## src/rtl/iir_pkg.sv

```systemverilog
// Fixed-point formats shared with the SOS cascade, plus reusable round/saturate helpers.
// Helpers use 64-bit signed arithmetic; callers truncate to their own widths.
package iir_pkg;

  localparam int NDINT  = 3;
  localparam int NDFRAC = 22;
  localparam int NOINT  = 1;
  localparam int NOFRAC = 15;

  typedef logic signed [NDINT+NDFRAC-1:0] sample_t;

  function automatic logic signed [63:0] sat_hi(input int unsigned ow);
    return (64'sd1 <<< (ow - 1)) - 64'sd1;
  endfunction

  function automatic logic signed [63:0] sat_lo(input int unsigned ow);
    return -(64'sd1 <<< (ow - 1));
  endfunction

  // Round half up: add half an output LSB, then arithmetic shift drops the fraction.
  function automatic logic signed [63:0] round_half_up(input logic signed [63:0] x,
                                                       input int unsigned drop);
    return (x + (64'sd1 <<< (drop - 1))) >>> drop;
  endfunction

  function automatic logic signed [63:0] saturate(input logic signed [63:0] x,
                                                  input int unsigned ow);
    if (x > sat_hi(ow)) return sat_hi(ow);
    if (x < sat_lo(ow)) return sat_lo(ow);
    return x;
  endfunction

  function automatic logic sat_hit(input logic signed [63:0] x, input int unsigned ow);
    return (x > sat_hi(ow)) || (x < sat_lo(ow));
  endfunction

  function automatic logic signed [63:0] round_sat(input logic signed [63:0] x,
                                                   input int unsigned drop = NDFRAC - NOFRAC,
                                                   input int unsigned ow = NOINT + NOFRAC);
    return saturate(round_half_up(x, drop), ow);
  endfunction

endpackage

```

## src/rtl/iir_out_fifo.sv

```systemverilog
// Synchronous FIFO with a registered head; the head register is one of the DEPTH slots.
// A full FIFO accepts a write in the same cycle its head is popped.
module iir_out_fifo #(
  parameter int unsigned W     = 16,
  parameter int unsigned DEPTH = 8
) (
  input  logic         clk,
  input  logic         rst,
  input  logic         i_wr,
  input  logic [W-1:0] i_wdata,
  output logic         o_valid,
  input  logic         i_ready,
  output logic [W-1:0] o_data,
  output logic         o_drop
);
  import iir_pkg::*;

  localparam int unsigned AW = $clog2(DEPTH);

  if (DEPTH < 2 || (DEPTH & (DEPTH - 1)) != 0) begin : g_bad_depth
    $error("iir_out_fifo: DEPTH must be a power of 2 and at least 2");
  end

  logic [W-1:0] r_mem [DEPTH];
  logic [AW:0]  r_wr_ptr, r_rd_ptr;
  logic         r_valid;
  logic [W-1:0] r_data;

  logic         w_full, w_pop, w_push, w_valid_n;
  logic [AW:0]  w_wr_ptr_n, w_rd_ptr_n;

  assign w_full     = (r_wr_ptr ^ r_rd_ptr) == {1'b1, {AW{1'b0}}};
  assign w_pop      = r_valid && i_ready;
  assign w_push     = i_wr && (!w_full || w_pop);
  assign o_drop     = i_wr && w_full && !w_pop;
  assign w_wr_ptr_n = r_wr_ptr + (AW+1)'(w_push);
  assign w_rd_ptr_n = r_rd_ptr + (AW+1)'(w_pop);
  assign w_valid_n  = w_wr_ptr_n != w_rd_ptr_n;

  always_ff @(posedge clk) begin
    if (w_push) r_mem[r_wr_ptr[AW-1:0]] <= i_wdata;
  end

  // Head mirrors mem[rd_ptr]; if the new head is the slot written this edge, take the write data.
  always_ff @(posedge clk) begin
    if (rst) begin
      r_wr_ptr <= '0;
      r_rd_ptr <= '0;
      r_valid  <= 1'b0;
      r_data   <= '0;
    end else begin
      r_wr_ptr <= w_wr_ptr_n;
      r_rd_ptr <= w_rd_ptr_n;
      r_valid  <= w_valid_n;
      if ((w_pop || !r_valid) && w_valid_n)
        r_data <= (w_rd_ptr_n == r_wr_ptr) ? i_wdata : r_mem[w_rd_ptr_n[AW-1:0]];
    end
  end

  assign o_valid = r_valid;
  assign o_data  = r_data;

endmodule

```

## src/rtl/iir_out_stage.sv

```systemverilog
// Output stage: capture, round, saturate, then buffer for a valid/ready consumer.
// Define IIR_OUT_SATCNT_EN to build the saturation event counter; otherwise sat_count is 0.
module iir_out_stage #(
  parameter int NDINT      = iir_pkg::NDINT,
  parameter int NDFRAC     = iir_pkg::NDFRAC,
  parameter int NOINT      = iir_pkg::NOINT,
  parameter int NOFRAC     = iir_pkg::NOFRAC,
  parameter int FIFO_DEPTH = 8,
  parameter int SATCNT_W   = 16
) (
  input  logic                          clk,
  input  logic                          rst,
  input  logic                          dv_in,
  input  logic signed [NDINT+NDFRAC-1:0] d_in,
  output logic                          m_valid,
  input  logic                          m_ready,
  output logic [NOINT+NOFRAC-1:0]       m_data,
  output logic                          overflow,
  output logic [SATCNT_W-1:0]           sat_count,
  input  logic                          clr_status
);
  import iir_pkg::*;

  localparam int IW   = NDINT + NDFRAC;
  localparam int OW   = NOINT + NOFRAC;
  localparam int NR   = NDINT + NOFRAC + 1;
  localparam int DROP = NDFRAC - NOFRAC;

  if (!(NDFRAC > NOFRAC && NDINT >= NOINT)) begin : g_bad_fmt
    $error("iir_out_stage: need NDFRAC > NOFRAC and NDINT >= NOINT");
  end

  logic                 r_in_vld, r_s1_vld, r_s2_vld;
  logic signed [IW-1:0] r_in;
  logic signed [NR-1:0] r_s1;
  logic [OW-1:0]        r_s2;
  logic                 r_ovf;
  logic                 w_drop;

  always_ff @(posedge clk) begin
    if (rst) begin
      r_in_vld <= 1'b0;
      r_s1_vld <= 1'b0;
      r_s2_vld <= 1'b0;
      r_in     <= '0;
      r_s1     <= '0;
      r_s2     <= '0;
    end else begin
      r_in_vld <= dv_in;
      r_in     <= d_in;
      r_s1_vld <= r_in_vld;
      r_s1     <= NR'(round_half_up(64'(r_in), DROP));
      r_s2_vld <= r_s1_vld;
      r_s2     <= OW'(saturate(64'(r_s1), OW));
    end
  end

  iir_out_fifo #(
    .W     (OW),
    .DEPTH (FIFO_DEPTH)
  ) u_fifo (
    .clk     (clk),
    .rst     (rst),
    .i_wr    (r_s2_vld),
    .i_wdata (r_s2),
    .o_valid (m_valid),
    .i_ready (m_ready),
    .o_data  (m_data),
    .o_drop  (w_drop)
  );

  // A drop in the same cycle as a clear keeps the flag set.
  always_ff @(posedge clk) begin
    if (rst)             r_ovf <= 1'b0;
    else if (w_drop)     r_ovf <= 1'b1;
    else if (clr_status) r_ovf <= 1'b0;
  end

  assign overflow = r_ovf;

`ifdef IIR_OUT_SATCNT_EN
  logic                r_s2_sat;
  logic [SATCNT_W-1:0] r_sat_cnt;

  always_ff @(posedge clk) begin
    if (rst) r_s2_sat <= 1'b0;
    else     r_s2_sat <= r_s1_vld && sat_hit(64'(r_s1), OW);
  end

  always_ff @(posedge clk) begin
    if (rst)                              r_sat_cnt <= '0;
    else if (clr_status)                  r_sat_cnt <= SATCNT_W'(r_s2_sat);
    else if (r_s2_sat && r_sat_cnt != '1) r_sat_cnt <= r_sat_cnt + SATCNT_W'(1);
  end

  assign sat_count = r_sat_cnt;
`else
  assign sat_count = '0;
`endif

endmodule

```

## config.mk

```make
export PLATFORM = sky130hd
export DESIGN_NAME = iir_out_stage
export DESIGN_NICKNAME = d
export VERILOG_FILES = /design/src/rtl/iir_pkg.sv /design/src/rtl/iir_out_fifo.sv /design/src/rtl/iir_out_stage.sv
export SDC_FILE = /design/constraint.sdc
export NUM_CORES = 1
export LEC_CHECK = 0
export BUFFER_PORTS_ARGS = -buffer_cell sky130_fd_sc_hd__buf_2
export CAP_MARGIN = 20
export CELL_PAD_IN_SITES_DETAIL_PLACEMENT = 1
export CELL_PAD_IN_SITES_GLOBAL_PLACEMENT = 1
export CORE_MARGIN = 3
export CORE_UTILIZATION = 50
export CTS_CLUSTER_DIAMETER = 50
export DETAILED_ROUTE_END_ITERATION = 7
export PLACE_DENSITY_LB_ADDON = 0.08
export SETUP_SLACK_MARGIN = 0.4
export SLEW_MARGIN = 20
export SYNTH_ARGS = -nofsm -noshare
export SYNTH_HDL_FRONTEND = slang
export SYNTH_HIERARCHICAL = 1
export SYNTH_SLANG_ARGS = --single-unit
```

## constraint.sdc

```tcl
create_clock -name clk -period 3.14 [get_ports clk]
set_input_delay 0.157 -clock clk [delete_from_list [all_inputs] [get_ports clk]]
set_output_delay 0.157 -clock clk [all_outputs]
set_load 0.01 [all_outputs]
```

==> Word-level counts from Yosys, hierarchy flattened <==
Memories as Yosys holds them, arrays and structs flattened.
Index checks and enable logic that the tools add are counted.
{ "totals": {"n_memories": 1, "ram_bits": 128, "regBits": 89, "input_bits": 30} }
{ "mem_list": {"columns": ["memory", "depth", "width", "rd", "rd_ports_with_merged_regs", "wr", "line", "rtl"], "rows": [
  ["u_fifo.r_mem", 8, 16, 1, 0, 1, "iir_out_fifo.sv:24", "logic [W-1:0] r_mem [DEPTH];"]
]} }
{ "classes": {"order_cmp": 2, "muxes": 14, "eq_ne": 3, "n_bitwise": 1, "n_addsub": 3, "reduce_logical": 11} }
{ "ops": {"columns": ["op", "count"], "rows": [
  ["16-bit 2-to-1 mux", 5],
  ["25-bit by 8-bit adder with 26-bit output (second input constant)", 1],
  ["19-bit by 16-bit greater-than comparator with 1-bit output (second input constant)", 1],
  ["19-bit by 16-bit less-than comparator with 1-bit output (second input constant)", 1],
  ["1-bit 2-to-1 mux", 9],
  ["4-bit by 1-bit adder with 4-bit output", 2],
  ["1-bit logical AND", 5],
  ["4-bit == test", 1],
  ["4-bit == test (second input constant)", 1],
  ["4-bit inequality test", 1],
  ["4-bit bitwise XOR", 1],
  ["1-bit logical NOT", 3],
  ["1-bit logical OR", 2],
  ["2-bit nonzero test", 1]
]} }

==> Depth between registers and ports, before layout <==
Gate-level depths: netlist of the first run.
{ "logic_depth": {"word_depth": 8, "mapped_depth": 13, "ltp_nobuf": 11} }

==> Cells and area by module <==
Netlist of the first run, hierarchy kept.
{ "modules_own_cells": {"columns": ["mod", "cells_each", "area_each_um2", "instances"], "rows": [
  ["iir_out_fifo", 307, 6078.3, 1],
  ["iir_out_stage", 197, 2052.0, 1]
]} }

==> Worst setup path after synthesis of the first run <==
Ideal clock, no wire load.
{ "synth_path": {"kind": "flip-flop to flip-flop", "start": "reg u_fifo.r_wr_ptr[2]", "end": "reg u_fifo.r_data[0], in the netlist u_fifo/o_data[0]", "arrival_ps": 2750, "setup_slack_ps": 320, "setup_time_ps": 70, "synth_period_minus_slack_ps": 2820, "path_stages_with_launch": 14, "cell_sequence": "dfxtp_1 > buf_2 > xor2_1 > or4_1 > nor2_1 > nor2b_1 > ha_1 > ha_1 > xnor2_1 > xor2_1 > nand3_2 > o31ai_4 > buf_4 > o2bb2ai_1"} }
{ "synth_between": {"elab_chain_cells": 8} }
{ "synth_lines": {"columns": ["item", "line", "rtl"], "rows": [
  ["from (decl)", "iir_out_fifo.sv:25", "logic [AW:0] r_wr_ptr, r_rd_ptr;"],
  ["from (signal assigned)", "iir_out_fifo.sv:52", "r_wr_ptr <= w_wr_ptr_n;"],
  ["4-bit bitwise XOR", "iir_out_fifo.sv:32", "assign w_full = (r_wr_ptr ^ r_rd_ptr) == {1'b1, {AW{1'b0}}};"],
  ["4-bit == test", "iir_out_fifo.sv:32", null],
  ["1-bit logical NOT", "iir_out_fifo.sv:34", "assign w_push = i_wr && (!w_full || w_pop);"],
  ["1-bit logical OR", "iir_out_fifo.sv:34", null],
  ["1-bit logical AND", "iir_out_fifo.sv:34", null],
  ["4-bit by 1-bit adder with 4-bit output", "iir_out_fifo.sv:36", "assign w_wr_ptr_n = r_wr_ptr + (AW+1)'(w_push);"],
  ["4-bit inequality test", "iir_out_fifo.sv:38", "assign w_valid_n = w_wr_ptr_n != w_rd_ptr_n;"],
  ["1-bit logical AND", "iir_out_fifo.sv:55", "if ((w_pop || !r_valid) && w_valid_n)"],
  ["to (signal assigned)", "iir_out_fifo.sv:56", "r_data <= (w_rd_ptr_n == r_wr_ptr) ? i_wdata : r_mem[w_rd_ptr_n[AW-1:0]];"],
  ["to (decl)", "iir_out_fifo.sv:27", "logic [W-1:0] r_data;"]
]} }
Several ways; a longest one is shown, not always the timed one.
A chain may end at the register's enable or synchronous reset.

==> Worst setup path in the final report of the first run <==
{ "layout_path": {"start": "reg u_fifo.r_wr_ptr[3]", "end": "reg u_fifo.r_data[5], in the netlist u_fifo/o_data[5]"} }
The elaborated chain is that of the path after synthesis.

==> summary.md, run 1 <==
The flow ran to the end, and the final reports show no timing, DRC or antenna violations. In this run the remaining antenna-violating nets after routing total 0. Prior to clock tree synthesis, the placed netlist has a worst setup slack of 0.201 ns.

The worst-path maximum fanout is 8. The worst path meets setup with 0.294 ns of slack. The tools report the via count of the first global-routing pass as 4786.

Ranked by instance count, the synthesized netlist is headed by edfxtp_1, dfxtp_1, mux4_2, nor2b_1, nor2_1. The global-route wire length before repair came out at 27400 um. The logs give 39 for the largest net degree at the start of global routing and 1 for the H-tree depth. For the pin with the worst max-slew slack, the measured transition is 1.12 ns.

After legalization and detailed placement, the total HPWL measured 10100 um. After clock tree synthesis, the clock-pin slew on the worst setup and hold paths is 0.06 ns. The cell sitting at the root of the clock tree is a clkbuf_16.

The count of final max-slew check failures is 0. The post-route fraction of the period consumed by the critical path is 0.907. The run gives 0.706 as the final RePlAce weighted congestion. The logs give 0 ns for the total negative slack and 0 for the overall overflow remaining after global route. STA classifies the critical path endpoint as a flop. The synthesized area per cell works out to 16.1 sq um.

The slowest stage of the critical path is the or4_4 cell. The finished layout holds 823 standard cells, fillers aside. The clock skew is 0.0164 ns. The synthesized netlist contains 43 unique library cells. The proportion of synthesized flip-flops having asynchronous set or reset was 0. The clock period could shrink to 2.85 ns. The detailed-routing iteration count for the pre-antenna-repair pass was 5. The setup path with the least slack is of type reg -> reg.

The class of the worst hold path is in -> reg. Setup violations remaining at the end of the flow were counted as 0. Of all cell types, the one taking the most synthesized area is edfxtp_1. The detailed router finished its first iteration with 222 violations.

For this run, the leading register cell type out of synthesis is edfxtp_1. The I/O pin total was 64; the share of layout cells above drive strength 1 was 0.310. In this run the cell area of the synthesized design comes to 0.00813 sq mm.

The area growth from synthesis to layout is 21.4%. Cell with the most instances after synthesis: edfxtp_1. The number of endpoints with negative hold slack in the final report came out at 0. The relative max-transition margin was 0.254. After detailed routing, the number of vias per cell comes to 5.33. Maximum achievable frequency: 351 MHz.

The die footprint was 0.0178 sq mm; the count of buffer and inverter cells on the critical path was 2. Including well taps, the total number of placed cells is 750. Maximum number of buffers from clock root to sink: 3. Grouping stages by cell kind, the critical path spends the most delay in simple AND/OR/NAND/NOR gates. Traced cell by cell, the critical path runs through xnor2_1 > or4_4 > nor2_4 > nor2b_1 > ha_2 > ha_4 > xnor2_4 > xor2_2 > nand3_2 > o31ai_4 > buf_4 > buf_12 > o2bb2ai_2. Startpoint type of the worst setup path: a flop. The final layout contains routed wiring with a total length of 17300 um. The run gives 0.00987 sq mm as the post-route standard cell area excluding fillers.

For the core area, the log shows 0.0155 sq mm. The synthesized netlist cell count is 504, and the antenna diode count is 0. After detailed placement, the total cell area comes to 0.00864 sq mm. The run gives 0.200 as the aggregate global-route resource usage.

The total via count in the routed design is 4388, and the critical path data required time is 3.58 ns. Worst-skew pair later-pin latency: 0.51 ns. The count of max-cap constraint violations was 0. In this run, synthesis inferred 128 flip-flops with an integrated enable. Total DRC errors in the routed layout: 0.

For the number of buffers inserted during clock tree synthesis, the log shows 24. Setup repair after global routing could not meet its margin everywhere. The tree built by TritonCTS fans out to 211 sinks. In this run the static leakage power is 0.00346 uW. Synthesis inferred 211 register bits.

The sequential cell area fraction in the yosys report is 0.677, and the delay of the slowest cell on the worst path is 0.57 ns. The die is 134 um wide. The run gives 3.28 ns as the critical path arrival. Yosys printed 6 warnings. The tools report the final-stage net count as 630. The number of antenna violations at the first check in global routing was 0; the area share of the leading cell type in the synthesized netlist was 0.473. After detailed routing, the average wire length per cell comes to 21.0 um. The worst register-to-register path has a setup slack of 0.29 ns. The power density of the placed cells is 620 mW/mm^2.

TritonCTS built the clock tree. The count of buffers from port buffering works out to 41. In this run the core area contains 45 standard-cell rows.

The starting utilization of the core area is 0.523, and the largest voltage drop on the vdd net is 0.000415 V. By area the synthesized netlist is led by edfxtp_1, dfxtp_1, mux4_2. The floorplan step set the die height to 134 um.
-- state kept, by name (all words and copies together) (netlist names) --
name	count
u_fifo/r_mem	128
r_in	19
r_s1	19
r_s2	16
u_fifo/o_data	16
u_fifo/r_rd_ptr	4
u_fifo/r_wr_ptr	4
overflow	1
r_in_vld	1
r_s1_vld	1
r_s2_vld	1
u_fifo/o_valid	1
-- through the flow --
stage          hold WS [ns]   util  power [uW]
3_3_place_gp          0.365  0.556        3440
4_1_cts               0.167  0.629        6180
2_1_floorplan         0.285      -        3330
6_report              0.171  0.635        6120
5_1_grt               0.212  0.635        6350
3_5_place_dp          0.372  0.556        3460
-- power by group --
group / internal (uW) / switching, uW / total [uW]
sequential: 3000 / 64.8 / 3070
combinational: 190 / 206 / 396
clock: 1590 / 1070 / 2660
-- routing by layer --
metal	track usage	vias up	part of all wire
met5	0	-	0
met4	0.0463	0	0.015
met3	0.0276	23	0.042
met2	0.360	97	0.52
met1	0.258	2229	0.42
li1	-	2039	-
-- cell usage in the layout (no fill, tap or decap), types with 5 or more instances in the layout --
| cell | n |
|---|---|
| mux4_2 | 32 |
| o2bb2ai_2 | 11 |
| xnor2_1 | 17 |
| dlygate4sd3_1 | 21 |
| buf_4 | 19 |
| buf_2 | 41 |
| inv_1 | 6 |
| clkbuf_16 | 26 |
| mux2_2 | 16 |
| nor2b_1 | 32 |
| nor2_1 | 28 |
| conb_1 | 16 |
| xor2_1 | 5 |
| edfxtp_1 | 128 |
| clkbuf_1 | 6 |
| o21a_1 | 15 |
| mux2i_1 | 16 |
| a21oi_1 | 9 |
| nand3_1 | 7 |
| dfxtp_1 | 79 |
-- what timing repair did --
action | in CTS | in global routing
buffers inserted | 5 | 2
gates resized for setup | 17 | 12
gates cloned | 1 | 0
hold buffers | 21 | 0
pin swaps | 4 | 6
hold endpoints to repair | 21 | 0
endpoints found under the setup margin | 16 | 16
-- area by class of cell --
class	count	area, sq um
Clock buffer	35	714
Clock inverter	8	56.3
Fill cell	1405	5670
Inverter	6	22.5
Multi-Input combinational cell	264	2610
Sequential cell	211	5520
Tap cell	211	264
Timing Repair Buffer	88	683
-- logic make-up after synthesis --
kind of cell	share of synthesized area
XOR/XNOR	0.0331
other	0.000461
buffers and inverters	0.0305
multiplexers	0.132
AND/OR/NAND/NOR	0.0729
adder cells (fa/ha/maj)	0.00769
AO/OA/AOI/OAI	0.0459
flip-flops	0.677
-- path summary, 6_finish.rpt --
path | from | end | cells after the start
hold / removal | rst | overflow$_SDFFE_PP0P_ | 2
setup / recovery | u_fifo/r_wr_ptr[3]$_SDFF_PP0_ | u_fifo/o_data[5]$_SDFFE_PP0P_ | 13
hold reg to reg | r_s1[11]$_SDFF_PP0_ | r_s2[11]$_SDFF_PP0_ | 1
setup reg to reg | u_fifo/r_wr_ptr[3]$_SDFF_PP0_ | u_fifo/o_data[5]$_SDFFE_PP0P_ | 13
Power figures use the tool's default switching activity.
==> inputs of run 2 (changes only) <==
- CORE_UTILIZATION: 50 -> 54
- RECOVER_POWER: not set -> 25
- REMOVE_ABC_BUFFERS: not set -> 1
- clock period: 3.14 -> 3.45 ns (I/O delays scaled with it)
==> run 2 against run 1 <==
Worst hold slack lost 0.044 ns. Sequential share of layout area grew 2.1 points. Power shrank 12%. Final cell count shrank 5.2%. Routed wire length shrank 6.2%.
==> summary.md, run 2 (synthesis gave the netlist of run 1 again) <==
STA puts the critical path data arrival time at 3.27 ns. Timing would allow up to 350 MHz. In this run the standard cell core region covers 0.0146 sq mm. The run gives 0.316 as the relative max-transition margin. The number of buffers inserted during clock tree synthesis was 22. Worst-path maximum fanout: 16. Width of the die: 129 um.

The run gives 0 as the number of endpoints with negative hold slack in the final report. The worst path in the final design needs a cycle of 2.86 ns, including I/O delays and setup. The total DRC errors in the routed layout was 0; the total leakage power was 0.00332 uW. The tools report the post-route core utilization as 0.648. TritonCTS built the clock tree. Pin placement for this block handled 64 I/O pins. The post-route fraction of the period consumed by the critical path is 0.828. Entering global routing, the biggest net connects 36 pins.

The type of the worst setup path is reg -> reg. The register with the most flip-flops in the layout has 128 of them. At the end of the flow, the number of nets in the layout was 615. The top cell types in the final layout, fill and taps aside, are edfxtp_1, dfxtp_1, buf_2. The run gives 0 ns as the total negative slack. The number of antenna violations at the first check in global routing came out at 0.

The cell family contributing the most delay on the critical path is simple AND/OR/NAND/NOR gates. The filler cells instantiated in the layout total 1311. Mean routed wirelength per cell: 20.8 um. At the pin with the least slew margin, the transition time is 1.02 ns. The count of buffer and inverter cells on the critical path is 1. STA classifies the critical path startpoint as a flop.

The die covers 0.0166 sq mm. The tools report the count of final max-slew check failures as 0. The floorplan step set the die height to 129 um. H-tree depth: 1. Walking the worst path, the cells encountered are xor2_1 > or4_1 > nor2_1 > nor2b_1 > ha_1 > ha_1 > xnor2_2 > xor2_1 > nand3_2 > o31ai_4 > buf_6 > o2bb2ai_1.

Clock slew at the register clock pins of the worst setup and hold paths: 0.06 ns. Among all stages on the critical path, the largest delay is contributed by or4_1. The share of layout cells above drive strength 1 was 0.258; the worst-skew pair later-pin latency was 0.49 ns. CTS placed an instance of clkbuf_16 at the clock tree root.

Power density of the placed cells: 568 mW/mm^2. The via count of the first global-routing pass is 4682. On the worst path, the slowest cell contributes a delay of 0.55 ns. Once detailed placement completed, the half-perimeter wirelength came to 9530 um. The floorplan has 44 rows.

The total power after layout is 5390 uW. Buffers added to address setup during post-CTS repair amount to 0. No sink is reached through more buffers than the 3 on the longest clock path. In this run the tool buffered the top-level ports with 41 buffer cells. The first global-routing pass estimated 26200 um of wire.

The worst setup path is captured at a flop. The starting utilization of the core area came out at 0.555. The tools report the final RePlAce weighted congestion as 0.715.

The overall overflow remaining after global route is 0. Setup repair after global routing left no endpoint under its margin. The run gives 0 as the count of max-cap constraint violations. Using the TritonRoute via totals, the vias-per-cell ratio works out to 5.53. Across the routed clock network, the largest skew measured is 0.00846 ns.

The number of clock sinks was 211. The aggregate global-route resource usage was 0.206; the antenna diode count was 0. In the post-route analysis, the smallest setup slack over all paths is 0.593 ns. The detailed router finished its first iteration with 224 violations. Class of the worst hold path: in -> reg. Relative to the synthesized area, the layout overhead comes to 16.7%.

The detailed-routing iteration count for the pre-antenna-repair pass is 4, and the count of final setup violators is 0. The worst slack at placement was 0.481 ns. The tools report the largest voltage drop on the vdd net as 0.000376 V. The count of nets left with antenna violations once routing finished came out at 0. At the worst endpoint, the required time is 3.86 ns.

Across all layers, the routed design uses 4315 vias. Leaving out fill and tap cells, the most frequent cell in the layout is edfxtp_1. The flow ran to the end, and the final reports show no timing, DRC or antenna violations. For this block, the routed nets add up to 16200 um of wire.
-- run 2: cell types whose count changed in the layout (fill, tap and decap cells not counted), moves of 3 or more --
cell	previous run	this run
clkbuf_16	26	23
o2bb2ai_1	4	16
dfxtp_4	3	0
clkinv_1	1	4
dfxtp_1	79	82
o2bb2ai_2	11	0
buf_4	19	11
-- run 2: final timing paths --
path	cells past startpoint	to	from	slack [ns]
worst max-delay path	12	u_fifo/o_data[14]$_SDFFE_PP0P_	u_fifo/r_rd_ptr[2]$_SDFF_PP0_	0.59
worst max register to register	12	u_fifo/o_data[14]$_SDFFE_PP0P_	u_fifo/r_rd_ptr[2]$_SDFF_PP0_	0.59
worst min-delay path	2	r_s1[11]$_SDFF_PP0_	rst	0.13
worst min register to register	1	r_s2[14]$_SDFF_PP0_	r_s1[14]$_SDFF_PP0_	0.44
-- run 2: through the flow --
stage / hold slack (ns) / cell area (sq um) / std cells
floorplan: 0.242 / 7960 / 481
global placement: 0.381 / 8540 / 719
detailed placement: 0.388 / 8540 / 719
CTS: 0.128 / 9460 / 780
global route: 0.140 / 9490 / 780
finish: 0.128 / 9490 / 780
-- run 2: routing by layer --
metal | GRT usage | vias to the layer above | wire, um
met4 | 0.0408 | 0 | 261
met3 | 0.0365 | 24 | 632
met5 | 0 | - | 0
met2 | 0.366 | 103 | 8490
li1 | - | 2008 | -
met1 | 0.270 | 2180 | 6830
-- run 2: area by class of cell --
| class | instances | area [sq um] | area share |
|---|---|---|---|
| Clock buffer | 28 | 604 | 0.0637 |
| Clock inverter | 12 | 111 | 0.0117 |
| Inverter | 6 | 22.5 | 0.00237 |
| Multi-Input combinational cell | 264 | 2480 | 0.262 |
| Sequential cell | 211 | 5510 | 0.580 |
| Timing Repair Buffer | 75 | 529 | 0.0558 |
| Tap cell | 184 | 230 | 0.0243 |
-- run 2: power breakdown --
group	total [uW]	switching (uW)	internal (uW)	leakage (uW)
Clock	2300	912	1390	0.000350
Combinational	298	160	138	0.00110
Sequential	2790	58.7	2730	0.00186
Total	5390	1130	4260	0.00332
-- run 2: repair_timing --
action	4_1_cts	5_1_grt
hold buffers	21	0
hold endpoints to repair	21	0
resized for setup	0	3
setup endpoints to repair	0	16
-- run 2: worst reg2reg max path: cells and delay by family (launching register included) --
family                   cells  cell delay (ns)
AND/OR/NAND/NOR              4             0.90
adder cells (fa/ha/maj)      2             0.41
AO/OA/AOI/OAI                2             0.37
flip-flops                   1             0.35
buffers and inverters        1             0.24
XOR/XNOR                     3             0.52
==> inputs of run 3 (changes only) <==
- ABC_AREA: not set -> 1
- CORE_UTILIZATION: 54 -> 46
- clock period: 3.45 -> 2.76 ns (I/O delays scaled with it)
==> run 3 against run 2 <==
Clock power grew 39%. Flip-flop and latch count is the same. Fmax up 14%. Highest routed layer unchanged. Global-route usage grew 1.5 points. Critical path type unchanged. Final cell count rose by 64%. Clock-buffer cell count increased by 10. Largest power group unchanged. Final area increased by 12%. Largest cell class unchanged. Critical path depth rose by 4. Synthesized area up 8.2%.
==> summary.md, run 3 <==
The run finished with clean final reports. The die covers 0.0208 sq mm. In this run the number of cells on the critical path is 16. Across the routed clock network, the largest skew measured is 0.0131 ns.

Number of endpoints with negative hold slack in the final report: 0. The worst hold path was traced through 8 stages. After technology mapping, the gate count stands at 950. The commonest cells after synthesis are nand2_1, nor2_1, edfxtp_1. For the final RePlAce weighted congestion, the log shows 0.728. Traced cell by cell, the critical path runs through xnor2_2 > nand4_1 > or2_4 > nand2_4 > inv_2 > ha_4 > ha_4 > inv_4 > nand2_2 > nand4_1 > nor2_4 > nand2_8 > buf_12 > nand3_1 > nor2_1 > nor2_1.

Cell area after synthesis: 0.00880 sq mm. The internal power component is 5640 uW. The multiplexer share of the synthesized area came out at 0. Leaving out fill and tap cells, the most frequent cells in the layout are nand2_1, nor2_1, edfxtp_1. The commonest register cell after synthesis is edfxtp_1.

The tools report the sequential cell area fraction in the yosys report as 0.626. The worst setup slack after layout was 0.252 ns; the shortest clock period the worst path allows after layout was 2.51 ns. The run gives 0.468 as the sequential share of power. Count of different cell masters after synthesis: 32.

The slowest stage of the critical path is the dfxtp_2 cell. The switching fraction of total power was 0.251. The number of cells on the worst reg-to-reg path came out at 16. Along the worst path, the maximum fanout reaches 7. The adder-cell area share of the yosys netlist came out at 0.00711. In this design, the largest share of critical-path delay is due to simple AND/OR/NAND/NOR gates. The count of buffers from port buffering is 41, and the proportion of synthesized flip-flops having asynchronous set or reset is 0.

Setup repair after global routing could not meet its margin everywhere. Leading cell type in the layout, fill and taps excluded: nand2_1. Power spread over the standard cell area amounts to 708 mW/mm^2.

Derived from the worst setup path, the maximum achievable clock frequency is 399 MHz. The run gives 0 as the count of max-cap constraint violations. The aggregate global-route resource usage was 0.221; the post-route fraction of the period consumed by the critical path was 0.909. The area share of the leading cell type in the synthesized netlist is 0.437, and the number of flip-flops in the largest register is 128.

The count of nets left with antenna violations once routing finished came out at 0. The count of buffer and inverter cells on the critical path is 3. The worst setup path is of the reg -> reg kind. nand2_1 is the most common cell in the netlist. Global routing finished with a remaining overflow of 0.

The first detailed-routing pass ran for 5 iterations. The delay of the slowest cell on the worst path was 0.33 ns; the I/O pin total was 64. Measured along the y axis, the die boundary spans 144 um. The core region is 0.0184 sq mm.

Counting along the longest clock path gives a buffer depth of 3. From left edge to right edge, the die measures 144 um. The analysis attributes to net switching a power of 1890 uW. Number of flops mapped to enable cells by yosys: 128. After floorplanning, the core was divided into 49 placement rows.

The average instance in the mapped netlist occupies 9.26 sq um. The class of the worst hold path is in -> reg. STA classifies the critical path endpoint as a flop. The run gives 35600 um as the global-route wire length before repair. 0 antenna diodes ended up in the layout. The final-stage net count was 1069. TritonCTS built the clock tree. The clock slew at the register clock pins of the worst setup and hold paths came out at 0.06 ns. The post-detailed-route via-to-cell ratio is 5.21, and the H-tree depth is 1.

Data on the critical path is required at its endpoint by 3.22 ns. The area fraction in compound gates after synthesis is 0.0125. For the worst-skew pair, the clock arrives at the later sink with an insertion delay of 0.52 ns. The synthesized-area fraction occupied by xor and xnor cells is 0.00697, and the part of the total power dissipated in combinational logic is 0.109. The run gives 0.000424 V as the largest voltage drop on the vdd net.

The tools report the number of clock sinks as 211. After detailed routing, the number of remaining DRC violations is 0. STA classifies the critical path startpoint as a flop.

The starting utilization of the core area is 0.478. For this block, the routed nets add up to 22800 um of wire. The violation count after the first detailed-route iteration was 302.

The area added between synthesis and finish came out at 20.9%. The share of power burned in the clock network is 0.423, and the count of final max-slew check failures is 0. The detailed placer's ending HPWL came out at 12600 um. Number of antenna violations at the first check in global routing: 0.

edfxtp_1 takes more of the synthesized area than any other cell. Sorting the synthesized cells by area gives the leading types as edfxtp_1, dfxtp_1, nand2_1. For this run, the number of standard cells in the final layout without fillers is 1283.

Synthesis-stage register bit count: 211. Root buffer selected by CTS: clkbuf_16. The count of final setup violators was 0; the number of buffers inserted during clock tree synthesis was 26. After synthesis, the largest family of logic cells by area is simple AND/OR/NAND/NOR gates. Total leakage power: 0.00437 uW.

The run gives 65 as the largest net degree at the start of global routing. The simple-gate area share of the yosys netlist came out at 0.272. Slew of the pin with the lowest slew margin: 0.730 ns. After detailed routing, the average wire length per cell comes to 17.8 um.

For the worst setup path, the data arrival time is 2.97 ns. The run gives 6911 as the via count of the first global-routing pass. Prior to clock tree synthesis, the placed netlist has a worst setup slack of -0.0584 ns. The Yosys step of the flow raised 6 warnings. The share of layout cells above drive strength 1 is 0.181, and the instance count after placement with tap cells included is 1201. The relative max-transition margin is 0.513, and the total via count in the routed design is 6681.
==> run 3: cell types whose count changed after synthesis, moves of 32 or more <==
cell,change
nand2_1,+259
nand3_1,+117
nor2b_1,-32
mux4_2,-32
inv_1,+77
nor2_1,+111
==> run 3: cells by family after synthesis <==
| family | count (synthesis) |
|---|---|
| buffers and inverters | 145 |
| AO/OA/AOI/OAI | 21 |
| adder cells (fa/ha/maj) | 5 |
| XOR/XNOR | 7 |
| flip-flops | 211 |
| other | 1 |
| AND/OR/NAND/NOR | 560 |
==> run 3: path summary, 6_finish.rpt <==
| check | startpoint | to | slack [ns] |
|---|---|---|---|
| min reg2reg | r_in_vld$_SDFF_PP0_ | r_s1_vld$_SDFF_PP0_ | 0.41 |
| max reg2reg | u_fifo/r_rd_ptr[2]$_SDFF_PP0_ | u_fifo/o_data[11]$_SDFFE_PP0P_ | 0.25 |
| min | m_ready | overflow$_SDFFE_PP0P_ | 0.34 |
| max | u_fifo/r_rd_ptr[2]$_SDFF_PP0_ | u_fifo/o_data[11]$_SDFFE_PP0P_ | 0.25 |
==> run 3: per-stage QoR <==
| stage | power [uW] | utilization | area, sq um | hold WS, ns | setup TNS [ns] |
|---|---|---|---|---|---|
| after global placement | 4260 | 0.504 | 9270 | 0.339 | 0 |
| after floorplan | 4010 | - | 8530 | 0.207 | -19.26 |
| after CTS | 7580 | 0.570 | 10500 | 0.216 | 0 |
| final | 7530 | 0.578 | 10600 | 0.344 | 0 |
| after global routing | 7860 | 0.578 | 10600 | 0.362 | 0 |
| after detailed placement | 4280 | 0.504 | 9270 | 0.347 | -0.439 |
==> run 3: power by group through the flow <==
stage | clock, uW | combinational (uW) | sequential, uW
after global placement | 0 | 670 | 3590
final | 3190 | 818 | 3530
after CTS | 3280 | 771 | 3530
after detailed placement | 0 | 690 | 3590
after global routing | 3400 | 915 | 3540
after floorplan | 0 | 415 | 3590
==> run 3: layer usage <==
layer / up-vias / wire length [um] / global-route usage
li1: 3199 / - / -
met4: 0 / 748 / 0.0785
met2: 172 / 11700 / 0.402
met5: - / 0 / 0
met1: 3252 / 9290 / 0.266
met3: 58 / 1050 / 0.0341
==> run 3: layout make-up <==
type / instances / area (sq um)
fill: 2071 / 7760
multi-input combinational: 610 / 2910
clock inverter: 10 / 81.3
tap: 229 / 287
sequential: 211 / 5520
inverter: 88 / 340
timing repair buffer: 97 / 752
clock buffer: 38 / 746
==> run 3: repair_timing <==
| item | CTS | global route |
|---|---|---|
| endpoints found under the setup margin | 16 | 18 |
| hold buffers | 22 | 0 |
| endpoints found under the hold margin | 29 | 0 |
| setup buffers | 6 | 4 |
| gates resized for setup | 24 | 29 |
| pin swaps | 14 | 19 |
| cloned | 1 | 1 |
==> run 3: tightest hold or removal path: cells and delay by family <==
| kind | cells | cell delay (ns) |
|---|---|---|
| buffers and inverters | 3 | 0.29 |
| and+or+nand+nor | 4 | 0.28 |
| AOI/OAI and AO/OA | 1 | 0.11 |
